[src/rtl/washer_pkg.sv]
// Shared washer definitions: phase codes driven by the washer FSM, duration
// timer state encoding, default phase durations and the duration clamp helper.
package washer_pkg;

   localparam logic [2:0] PHASE_IDLE  = 3'b000;
   localparam logic [2:0] PHASE_FILL  = 3'b001;
   localparam logic [2:0] PHASE_WASH  = 3'b010;
   localparam logic [2:0] PHASE_RINSE = 3'b011;
   localparam logic [2:0] PHASE_SPIN  = 3'b100;
   localparam logic [2:0] PHASE_DONE  = 3'b101;

   localparam int TICKS_PER_MIN_DEF = 60;
   localparam int FILL_MIN_DEF      = 1;
   localparam int WASH_MIN_DEF      = 5;
   localparam int RINSE_MIN_DEF     = 2;
   localparam int SPIN_MIN_DEF      = 1;

   typedef enum logic [1:0] {
      ST_IDLE    = 2'd0,
      ST_RUN     = 2'd1,
      ST_PAUSED  = 2'd2,
      ST_EXPIRED = 2'd3
   } timer_state_t;

   // Durations live in a 4-bit minute counter; zero would never expire.
   function automatic logic [3:0] clamp_min(input int minutes);
      logic [3:0] res;
      if (minutes < 1) begin
         res = 4'd1;
      end else if (minutes > 15) begin
         res = 4'd15;
      end else begin
         res = 4'(minutes);
      end
      return res;
   endfunction

endpackage

[src/rtl/wash_tick_gen.sv]
// Minute prescaler: counts 0..TICKS_PER_MIN-1 while enabled; wrap_o flags the
// terminal count so the owner can qualify it with its own enable.
module wash_tick_gen
   import washer_pkg::*;
#(
   parameter int TICKS_PER_MIN = TICKS_PER_MIN_DEF
) (
   input  logic Trigger_clk_FSM,
   input  logic Rst_n,
   input  logic enable_i,
   input  logic clear_i,
   output logic wrap_o
);

   localparam int CW = $clog2(TICKS_PER_MIN);
   localparam logic [CW-1:0] LAST = CW'(TICKS_PER_MIN - 1);

   logic [CW-1:0] cnt_q, cnt_d;

   assign wrap_o = (cnt_q == LAST);

   always_comb begin
      cnt_d = cnt_q;
      if (clear_i) begin
         cnt_d = '0;
      end else if (enable_i) begin
         cnt_d = wrap_o ? '0 : cnt_q + CW'(1);
      end
   end

   always_ff @(posedge Trigger_clk_FSM or negedge Rst_n) begin
      if (!Rst_n) begin
         cnt_q <= '0;
      end else begin
         cnt_q <= cnt_d;
      end
   end

endmodule

[src/rtl/wash_duration_timer.sv]
// Washer phase duration timer: decodes the phase code, counts minutes and
// pulses Expire. Lid-open pause in spin is built only with WASH_TIMER_PAUSE_EN.
//
// state      | meaning
// ST_IDLE    | untimed code (idle/done/illegal), nothing counting
// ST_RUN     | prescaler running, minute counter live
// ST_PAUSED  | spin frozen by lid-open pause
// ST_EXPIRED | phase elapsed, waiting for the next code change
module wash_duration_timer
   import washer_pkg::*;
#(
   parameter int TICKS_PER_MIN = TICKS_PER_MIN_DEF,
   parameter int FILL_MIN      = FILL_MIN_DEF,
   parameter int WASH_MIN      = WASH_MIN_DEF,
   parameter int RINSE_MIN     = RINSE_MIN_DEF,
   parameter int SPIN_MIN      = SPIN_MIN_DEF
) (
   input  logic       Trigger_clk_FSM,
   input  logic       Rst_n,
   input  logic [2:0] Duration_code,
   input  logic       Pause,
   output logic       Expire,
   output logic [3:0] Remaining_min,
   output logic       Busy
);

`ifdef WASH_TIMER_PAUSE_EN
   localparam bit PAUSE_EN = 1'b1;
`else
   localparam bit PAUSE_EN = 1'b0;
`endif

   localparam logic [3:0] FILL_D  = clamp_min(FILL_MIN);
   localparam logic [3:0] WASH_D  = clamp_min(WASH_MIN);
   localparam logic [3:0] RINSE_D = clamp_min(RINSE_MIN);
   localparam logic [3:0] SPIN_D  = clamp_min(SPIN_MIN);

   timer_state_t state_q, state_d;
   logic [2:0]   code_q;
   logic [3:0]   rem_q, rem_d;
   logic         expire_q, expire_d;
   logic         tick_en, tick_clr, wrap;
   logic         change, timed, pause_act;
   logic [3:0]   load_val;

   assign change    = (Duration_code != code_q);
   assign pause_act = PAUSE_EN && Pause && (code_q == PHASE_SPIN);

   always_comb begin
      timed    = 1'b1;
      load_val = 4'd0;
      case (Duration_code)
         PHASE_FILL:  load_val = FILL_D;
         PHASE_WASH:  load_val = WASH_D;
         PHASE_RINSE: load_val = RINSE_D;
         PHASE_SPIN:  load_val = SPIN_D;
         default:     timed    = 1'b0;
      endcase
   end

   wash_tick_gen #(.TICKS_PER_MIN(TICKS_PER_MIN)) u_tick (
      .Trigger_clk_FSM (Trigger_clk_FSM),
      .Rst_n           (Rst_n),
      .enable_i        (tick_en),
      .clear_i         (tick_clr),
      .wrap_o          (wrap)
   );

   always_comb begin
      state_d  = state_q;
      rem_d    = rem_q;
      expire_d = 1'b0;
      tick_en  = 1'b0;
      tick_clr = 1'b0;
      if (change) begin
         tick_clr = 1'b1;
         if (timed) begin
            rem_d   = load_val;
            state_d = ST_RUN;
         end else begin
            rem_d   = 4'd0;
            state_d = ST_IDLE;
         end
      end else begin
         case (state_q)
            ST_RUN, ST_PAUSED: begin
               // Pause outranks expiry: a paused edge never advances the count.
               if (pause_act) begin
                  state_d = ST_PAUSED;
               end else begin
                  state_d = ST_RUN;
                  tick_en = 1'b1;
                  if (wrap && (rem_q != 4'd0)) begin
                     rem_d = rem_q - 4'd1;
                     if (rem_q == 4'd1) begin
                        expire_d = 1'b1;
                        state_d  = ST_EXPIRED;
                     end
                  end
               end
            end
            default: ;
         endcase
      end
   end

   always_ff @(posedge Trigger_clk_FSM or negedge Rst_n) begin
      if (!Rst_n) begin
         state_q  <= ST_IDLE;
         code_q   <= PHASE_IDLE;
         rem_q    <= 4'd0;
         expire_q <= 1'b0;
      end else begin
         state_q  <= state_d;
         code_q   <= Duration_code;
         rem_q    <= rem_d;
         expire_q <= expire_d;
      end
   end

   assign Expire        = expire_q;
   assign Remaining_min = rem_q;
   assign Busy          = (state_q == ST_RUN) || (state_q == ST_PAUSED);

endmodule

[config.mk]
export PLATFORM = sky130hd
export DESIGN_NAME = wash_duration_timer
export DESIGN_NICKNAME = d
export VERILOG_FILES = /design/src/rtl/washer_pkg.sv /design/src/rtl/wash_tick_gen.sv /design/src/rtl/wash_duration_timer.sv
export SDC_FILE = /design/constraint.sdc
export NUM_CORES = 1
export LEC_CHECK = 0
export ABC_AREA = 1
export CAP_MARGIN = 20
export CORE_MARGIN = 3
export CORE_UTILIZATION = 33
export CTS_BUF_LIST = sky130_fd_sc_hd__clkbuf_2
export DETAILED_ROUTE_END_ITERATION = 10
export GPL_ROUTABILITY_DRIVEN = 0
export GPL_TIMING_DRIVEN = 0
export PLACE_DENSITY = 0.64
export SLEW_MARGIN = 20
export SYNTH_ARGS = -nofsm -noshare
export SYNTH_HDL_FRONTEND = slang
export SYNTH_SLANG_ARGS = --single-unit
export TNS_END_PERCENT = 30
[constraint.sdc]
create_clock -name Trigger_clk_FSM -period 1.7 [get_ports Trigger_clk_FSM]
set_input_delay 0.51 -clock Trigger_clk_FSM [delete_from_list [all_inputs] [get_ports Trigger_clk_FSM]]
set_output_delay 0.51 -clock Trigger_clk_FSM [all_outputs]
set_load 0.01 [all_outputs]
==> metrics.md <==
| Metric | Value |
|---|---|
| Routed wire length | 1970 um |
| Mean Syn Cell Area | 7.77 sq um |
| Final TNS setup | 0 ns |
| Compound-Gate Fraction of Synth Area | 0.0403 |
| Global-route track usage on met1 | 0.147 |
| Dpl hpwl | between 1000 and 1500 um |
| Leakage | a little under 0.0007 uW |
| Xor/xnor share of the synthesized area | 0.0755 |
| Top delay family on crit path | buffers and inverters |
| Worst slew pin tran | 0.744 ns |
| GRT Total Usage | 0.120 |
| Starting DRT DRC Count | 37 |
| Core ar. | 2810 sq um |
| Final Util | 0.439 |
| Rel. slew slack | 0.503 |
| Syn. warnings | 0 |
| CTS Sinks | 16 |
| Layout cells sized above 1 | 0.187 |
| Fin cells | roughly 180 |
| Mapped Nets | 137 |
| Mux contribution to synthesized area | 0 |
| Synthesized area | between 900 and 1000 sq um |
| Synth Area in Simple Gates | 0.367 |
| Die Y | a little over 60 um |
| Total number of vias | 876 |
| CP endpoint kind | register |
| Routed Antenna Nets | 0 |
| Fin Hold WS | between 0.4 and 0.5 ns |
| Synth Instances | 128 |
| Setup Viol. Count Final | 0 |
| Sequential share of power | 0.485 |
| Largest family of logic cells by synthesized area | simple AND/OR/NAND/NOR gates |
| Synth-to-layout area growth | 23.9% |
| DRC | 0 |
| First-pass GRT wire length | about 3300 um |
| Die Wd | 60.9 um |
| Num CTS Buffers | 3 |
| Clk pwr share | 0.202 |
| Final hold vios | 0 |
| Final period util | 0.947 |
| Clk slew on worst S/H paths | 0.16 ns |
| CTS Buffer Depth | 2 |
| Clock Tree Root | clkbuf_2 |
| Worst path bufs/invs | 2 |
| Slowest CP cell | clkdlybuf4s50_1 |
| Status | finished, final reports clean |
| Hold crit path type | input port to register |
| Inst Count DP | around 170 |
| Max VDD drop | 552 uV |
| Busiest grt layer | met2 |
| Combinational Power Share | 0.313 |
| Tmin final | 1.61 ns |
| Power Density | 700 nW/um^2 |
| MaxCap Viol Count | 0 |
| Initial antenna violation count | 0 |
| Met2 usage | 0.203 |
| Fin nets | 160 |
| DR vias/cell | 4.84 |
| Adder-Cell Fraction of Synth Area | 0.0377 |
| Net switching power | approximately 300 uW |
| Starting density of the core | 0.355 |
| Max Slew Vio Count | 0 |
| Wire per inst | roughly 11 um |
| Filler cells | 306 |
| Crit-path max FO | 6 |
| Worst Path Arrival | 1.81 ns |
| Skew final | 0.0116 ns |
| P_int | ~570 uW |
| Design area | 1230 sq um |
| Vias in the first global route | 822 |
| Largest net degree at the start of global routing | 17 |
| Hold_buf cts | 0 |
| Number of I/O port buffers | 10 |
| Flops & latches, synth | 16 |
| FP Rows | 19 |
| Sequential share of the synthesized area | 0.403 |
| N_diodes | 0 |
| CTS tree | yes |
| 1st-pass router iterations | 4 |
| GR met3 Demand/Resource | 0.0489 |
| FMAX | 621 MHz |
| Sw frac | 0.342 |
| Number of I/O pins | 12 |
| Crit-path cells | clkdlybuf4s50_1 -> xnor2_2 -> inv_2 -> nor2_8 -> nand2_4 -> nand2_1 -> o21ai_1 |
| Gr ovfl total | 0 |
| CP Class | input port to register |
| Setup crit start kind | input port |
| Critical path data required time | around 1.9 ns |
| DIE AREA | 3710 sq um |
| RSZ-0062 raised after global routing | false |
| Htree depth | 1 |
| Yosys cell types | 21 |
| Placed Area | 1130 sq um |
| Critical path's largest stage delay | approximately 0.51 ns |
| Clock Latency Late Sink | 0.29 ns |
## final timing paths
path / startpoint / endpoint / slack (ns) / cells after the start
hold / removal: Duration_code[0] / code_q[0]$_DFF_PN0_ / 0.45 / 1
setup reg to reg: u_tick.cnt_q[0]$_DFFE_PN0P_ / Remaining_min[2]$_DFFE_PN0P_ / 0.18 / 8
hold reg to reg: Remaining_min[1]$_DFFE_PN0P_ / Remaining_min[1]$_DFFE_PN0P_ / 0.53 / 2
max in group asynchronous: Rst_n / Expire$_DFF_PN0_ / 0.60 / 1
setup / recovery: Duration_code[2] / Remaining_min[3]$_DFFE_PN0P_ / 0.09 / 7
min in group asynchronous: Rst_n / code_q[1]$_DFF_PN0_ / 0.63 / 1
## cells in the mapped netlist
master | instances | area, sq um
a21oi_1 | 1 | 5.00
clkinv_2 | 1 | 5.00
dfrtp_1 | 16 | 400
ha_1 | 3 | 37.5
inv_1 | 17 | 63.8
inv_2 | 2 | 7.51
nand2_1 | 38 | 143
nand2_2 | 1 | 6.26
nand2_4 | 2 | 22.5
nand3_1 | 14 | 70.1
nand3_4 | 1 | 17.5
nand4_1 | 3 | 18.8
nor2_1 | 12 | 45.0
nor2_2 | 1 | 6.26
nor2_4 | 1 | 11.3
nor2_8 | 1 | 20.0
nor3_1 | 1 | 5.00
o21ai_0 | 3 | 15.0
o21ai_1 | 4 | 20.0
xnor2_2 | 3 | 48.8
xor2_1 | 3 | 26.3
## power groups by stage
stage | clock network, uW | registers [uW] | logic, uW
detailed placement | 0 | 430 | 231
global placement | 0 | 429 | 227
floorplan | 0 | 433 | 143
CTS | 186 | 419 | 244
global route | 206 | 422 | 301
finish | 174 | 418 | 270
## routing by layer
| metal | part of all wire | routed length (um) |
|---|---|---|
| met5 | 0 | 0 |
| met1 | 0.45 | 890 |
| met4 | 0.0076 | 15 |
| met2 | 0.49 | 971 |
| met3 | 0.045 | 88 |
## through the flow
stage          worst slack [ns]  power, uW
5_1_grt                 0.00262        929
3_5_place_dp             -0.336        661
3_3_place_gp             -0.288        657
2_1_floorplan             0.355        576
6_report                 0.0896        862
4_1_cts                 0.00915        849
## registers in the layout, indices dropped and copies added, names as in the netlist
signal         cells
u_tick.cnt_q       6
state_q            2
code_q             3
Expire             1
Remaining_min      4
## logic make-up after synthesis
family,count (synthesis)
fa+ha+maj,3
simple gates,75
flops,16
compound gates,8
buf+inv,20
xor+xnor,6
## cell usage in the layout (no fill, tap or decap)
master,n
a21oi_1,1
buf_4,7
buf_6,1
clkbuf_2,3
clkdlybuf4s50_1,2
clkinv_1,1
clkinv_2,1
dfrtp_1,16
dlygate4sd2_1,4
dlymetal6s2s_1,3
ha_1,3
inv_1,16
inv_2,3
nand2_1,38
nand2_2,1
nand2_4,2
nand3_1,13
nand3_2,1
nand3_4,1
nand4_1,3
nor2_1,11
nor2_2,1
nor2_4,3
nor2_8,1
nor3_1,1
o21ai_0,3
o21ai_1,4
xnor2_2,3
xor2_1,3
## worst register-to-register path, delay by kind of cell (launching register included)
kind          cells  cell delay (ns)
fa+ha+maj         1             0.23
simple gates      6             0.66
flops             1             0.48
buf+inv           1             0.07
## area by class of cell
cell class / instances / area [sq um] / area share
Timing Repair Buffer: 17 / 156 / 0.127
Inverter: 20 / 76.3 / 0.0619
Sequential cell: 16 / 400 / 0.325
Clock buffer: 3 / 15.0 / 0.0122
Tap cell: 31 / 38.8 / 0.0315
Clock inverter: 1 / 3.75 / 0.00305
Multi-Input combinational cell: 93 / 542 / 0.440
## timing repair
action,4_1_cts,5_1_grt
gates cloned,0,1
pin swaps,1,5
gates resized for setup,10,6
setup buffers,3,4
endpoints found under the setup margin,5,12
Note: power is estimated with default switching activity, not from simulation.
